[config.mk]
export PLATFORM = sky130hd
export DESIGN_NAME = mux_arb_reg
export DESIGN_NICKNAME = d
export VERILOG_FILES = /design/src/rtl/mux_arb_reg.sv
export SDC_FILE = /design/constraint.sdc
export NUM_CORES = 1
export LEC_CHECK = 0
export ABC_AREA = 1
export BUFFER_PORTS_ARGS = -buffer_cell sky130_fd_sc_hd__buf_2
export CAP_MARGIN = 20
export CORE_UTILIZATION = 35
export CTS_CLUSTER_SIZE = 28
export DETAILED_ROUTE_END_ITERATION = 16
export HOLD_SLACK_MARGIN = 0.12
export PLACE_DENSITY = 0.61
export SLEW_MARGIN = 20
export SYNTH_ARGS = -nofsm -noshare
export SYNTH_HDL_FRONTEND = slang
export SYNTH_SLANG_ARGS = --single-unit
[constraint.sdc]
create_clock -name clk -period 2.6 [get_ports clk]
set_input_delay 0.26 -clock clk [delete_from_list [all_inputs] [get_ports clk]]
set_output_delay 0.26 -clock clk [all_outputs]
set_load 0.03 [all_outputs]
[src/rtl/mux_arb_reg.sv]
// N-channel arbitrating multiplexer with a registered output stage.
// Grants one valid channel per cycle (fixed priority or round robin) whenever the output register can load.
module mux_arb_reg #(
   parameter int NCH = 4,
   parameter int DW  = 8,
   parameter int SW  = $clog2(NCH)
) (
   input  logic                clk,
   input  logic                rst,
   input  logic                mode,
   input  logic [NCH*DW-1:0]   in_data,
   input  logic [NCH-1:0]      in_valid,
   output logic [NCH-1:0]      in_ready,
   output logic [DW-1:0]       out_data,
   output logic [SW-1:0]       out_sel,
   output logic                out_valid,
   input  logic                out_ready
);

   logic [DW-1:0] chan [NCH];
   logic [DW-1:0] data_p1;
   logic [SW-1:0] sel_p1;
   logic          vld_p1;
   logic [SW-1:0] last;

   logic          load;
   logic          accept;
   logic          gnt_any;
   logic [SW-1:0] gnt_idx;
   logic [SW:0]   cand;

   for (genvar i = 0; i < NCH; i++) begin : g_chan
      assign chan[i] = in_data[i*DW +: DW];
   end

   assign load   = ~vld_p1 | out_ready;
   assign accept = load & ~rst & gnt_any;

   // One extra bit on the candidate index lets last+1+k exceed NCH-1 before
   // folding back, so the wrap happens at NCH rather than at 2**SW.
   always_comb begin
      gnt_any = 1'b0;
      gnt_idx = '0;
      cand    = '0;
      for (int k = 0; k < NCH; k++) begin
         if (mode) begin
            cand = {1'b0, last} + (SW+1)'(k + 1);
         end else begin
            cand = (SW+1)'(k);
         end
         if (cand >= (SW+1)'(NCH)) begin
            cand = cand - (SW+1)'(NCH);
         end
         if (!gnt_any && in_valid[cand[SW-1:0]]) begin
            gnt_any = 1'b1;
            gnt_idx = cand[SW-1:0];
         end
      end
   end

   always_comb begin
      in_ready = '0;
      if (accept) begin
         in_ready[gnt_idx] = 1'b1;
      end
   end

   // Output register stage; last follows every accepted grant in either mode.
   always_ff @(posedge clk) begin
      if (rst) begin
         vld_p1  <= 1'b0;
         data_p1 <= '0;
         sel_p1  <= '0;
         last    <= SW'(NCH - 1);
      end else if (load) begin
         if (gnt_any) begin
            vld_p1  <= 1'b1;
            data_p1 <= chan[gnt_idx];
            sel_p1  <= gnt_idx;
            last    <= gnt_idx;
         end else begin
            vld_p1  <= 1'b0;
         end
      end
   end

   assign out_data  = data_p1;
   assign out_sel   = sel_p1;
   assign out_valid = vld_p1;

endmodule

==> run summary <==
Outcome -> completed
Gate Count Post-Synth -> 202
Pins over their slew limit -> 0
Syn Nets -> 242
Detail Route Antenna Nets -> 0
Clock sinks -> 13
Clk slew on worst S/H paths -> 0.08 ns
Logic pwr share -> 62.2%
Final setup viols -> 0
Hold_ws -> 0.223 ns
Slew margin rel. -> 73.2%
Register area -> 260 um^2
Switching power total -> 526 uW
Fin crit period -> 2.36 ns
FMAX -> 0.423 GHz
Multi-input gate area -> 788 um^2
Clock Latency Late Sink -> 0.28 ns
Period utilisation layout -> 90.8%
Final Hold Violating Endpoints -> 0
Overall Power -> 1.07 mW
Final TNS setup -> 0 ns
CTS buffer count -> 3
Max Buffers Root-to-Sink -> 2
Sequential power share -> 26.0%
Area delta synth->final -> 30.9%
Cell Area, Placed -> 0.00145 mm^2
Cell variety after synth -> 23
Final Wtd Congestion -> 0.799
Largest fanout on the critical path -> 10
Register area share after synthesis -> 22.2%
Drt wl/cell -> 9.91 um
Number of synthesized register bits -> 13
Most frequent cells in the layout -> nand2_1 (84), buf_2 (54), nand3_1 (24)
Layout Skew -> 0.00598 ns
Mean Syn Cell Area -> 5.82 um^2
Overall Global Routing Usage -> 17.5%
Fill count -> 361
Fin area -> 0.00154 mm^2
Initial antenna violation count -> 0
DR top layer -> met4
Critical Path Start Type -> flip-flop
Pin count of the biggest net entering global routing -> 15
Post-Synthesis Cell Area -> 0.00117 mm^2
Hold Crit Class -> in2reg
PwrDens -> 694 mW/mm^2
MaxCap Viol Count -> 0
Pint -> 541 uW
WS Path Type -> reg2out
Ys Warns -> 0
DR vias/cell -> 4.45
Commonest non-fill, non-tap cell in the layout -> nand2_1
Row count -> 20
Maximum VDD drop -> 0.324 mV
Port Buf Inserts -> 54
H-tree lvl count -> 1
Core Box Area -> 0.00313 mm^2
WL met3 -> 178 um
Total grt overflow -> 0
Final net count -> 303
Full die area -> 0.00359 mm^2
Antenna Cells -> 0
Die width -> 59.9 um
Metal2 WL -> 1320 um
Chip Height -> 59.9 um
Worst-Margin Slew -> 0.400 ns
DR vias -> 1361
Pleak -> 0.920 nW
Switching share of total power -> 49.3%
First-pass GRT wire length -> 4770 um
DPL Wire Length -> 2390 um
Routed met1 length -> 1490 um
Req. time, crit path -> 2.34 ns
RSZ-0062 raised after global routing -> false
CTS tree -> yes
Drt first pass iters -> 4
Drt total wl -> 3030 um
DRC Markers -> 0
Starting Density -> 37.6%
CTS Root Cell -> clkbuf_4
Worst Setup End Kind -> output port
Vias in the first global route -> 1168
WP data arrival -> 2.10 ns
Drt initial violations -> 41
Clock share of power -> 11.8%
IO Count -> 55
Layout cells sized above 1 -> 35.5%
[power by group through the flow]
stage	sequential, mW	clock [mW]	combinational, mW
finish	0.278	0.126	0.664
global route	0.283	0.142	0.739
CTS	0.277	0.132	0.611
detailed placement	0.281	0	0.610
global placement	0.283	0	0.611
floorplan	0.370	0	0.400
[final timing paths]
path / from / endpoint / slack [ns] / cells past startpoint
max reg2reg: last[0]$_SDFFE_PP1P_ / out_data[7]$_SDFFE_PP0P_ / 0.68 / 10
min reg2reg: out_sel[1]$_SDFFE_PP0P_ / out_sel[1]$_SDFFE_PP0P_ / 0.47 / 2
min: rst / out_sel[0]$_SDFFE_PP0P_ / 0.22 / 2
max: last[0]$_SDFFE_PP1P_ / in_ready[3] / 0.24 / 11
[routing by layer]
layer	vias up	global-route usage, %
li1	751	-
met1	565	22.6
met2	39	27.5
met3	6	5.41
met4	0	5.65
met5	-	0
[cells in the mapped netlist]
cell | instances | area, um^2
nand3_1 | 24 | 120
inv_1 | 16 | 60.1
inv_4 | 1 | 6.26
nor2_2 | 2 | 12.5
nand4_1 | 2 | 12.5
o211ai_1 | 2 | 15.0
nor3_1 | 2 | 10.0
dfxtp_1 | 13 | 260
nor3_2 | 2 | 20.0
nand2_1 | 84 | 315
clkinv_1 | 1 | 3.75
nor2_1 | 20 | 75.1
nor2_4 | 1 | 11.3
inv_2 | 2 | 7.51
nand2_2 | 18 | 113
buf_6 | 3 | 33.8
buf_12 | 1 | 20.0
o211ai_2 | 1 | 12.5
nand2_8 | 1 | 20.0
nand2_4 | 1 | 11.3
nand4_2 | 1 | 12.5
a21oi_1 | 3 | 15.0
nand3b_1 | 1 | 7.51
[worst max-delay path, cell delays in order, from the launching register on]
cell and delay [ns]:
dfxtp_1 0.40, inv_4 0.10, nand2_8 0.10, nand2_1 0.08, nand3_1 0.09, nand2_2 0.10
nand4_1 0.09, nand2_1 0.16, inv_4 0.15, nand2_2 0.16, nor3_1 0.17, buf_2 0.22
[repair_timing]
item                       4_1_cts  5_1_grt
setup endpoints to repair        0        2
hold endpoints to repair         0        0
gates resized for setup          0        2
hold buffers                     0        0
buffers inserted                 0        5
[final cells by class]
type | instances | share of cell area, %
Tap cell | 44 | 3.58
Timing Repair Buffer | 60 | 21.3
Inverter | 20 | 5.21
Sequential cell | 13 | 16.9
Clock buffer | 4 | 1.71
Multi-Input combinational cell | 165 | 51.3
[cell families (layout without fill, tap and decap cells)]
group | after synthesis | in the layout | share of synthesized area [%]
simple gates | 159 | 159 | 63.0
buf+inv | 24 | 84 | 11.2
flops | 13 | 13 | 22.2
compound gates | 6 | 6 | 3.62
[state kept, by name (all words and copies together) (netlist names)]
name       flops
out_data       8
out_valid      1
last           2
out_sel        2
[per-stage QoR]
step                      cells  util (%)  worst slack [ns]
after global placement      297      46.5             0.370
after floorplan             202         -             0.423
after CTS                   301      47.3             0.101
after global routing        306      49.2            0.0217
final                       306      49.2             0.238
after detailed placement    297      46.5             0.340
No activity file was read; power rests on OpenSTA's default activity.
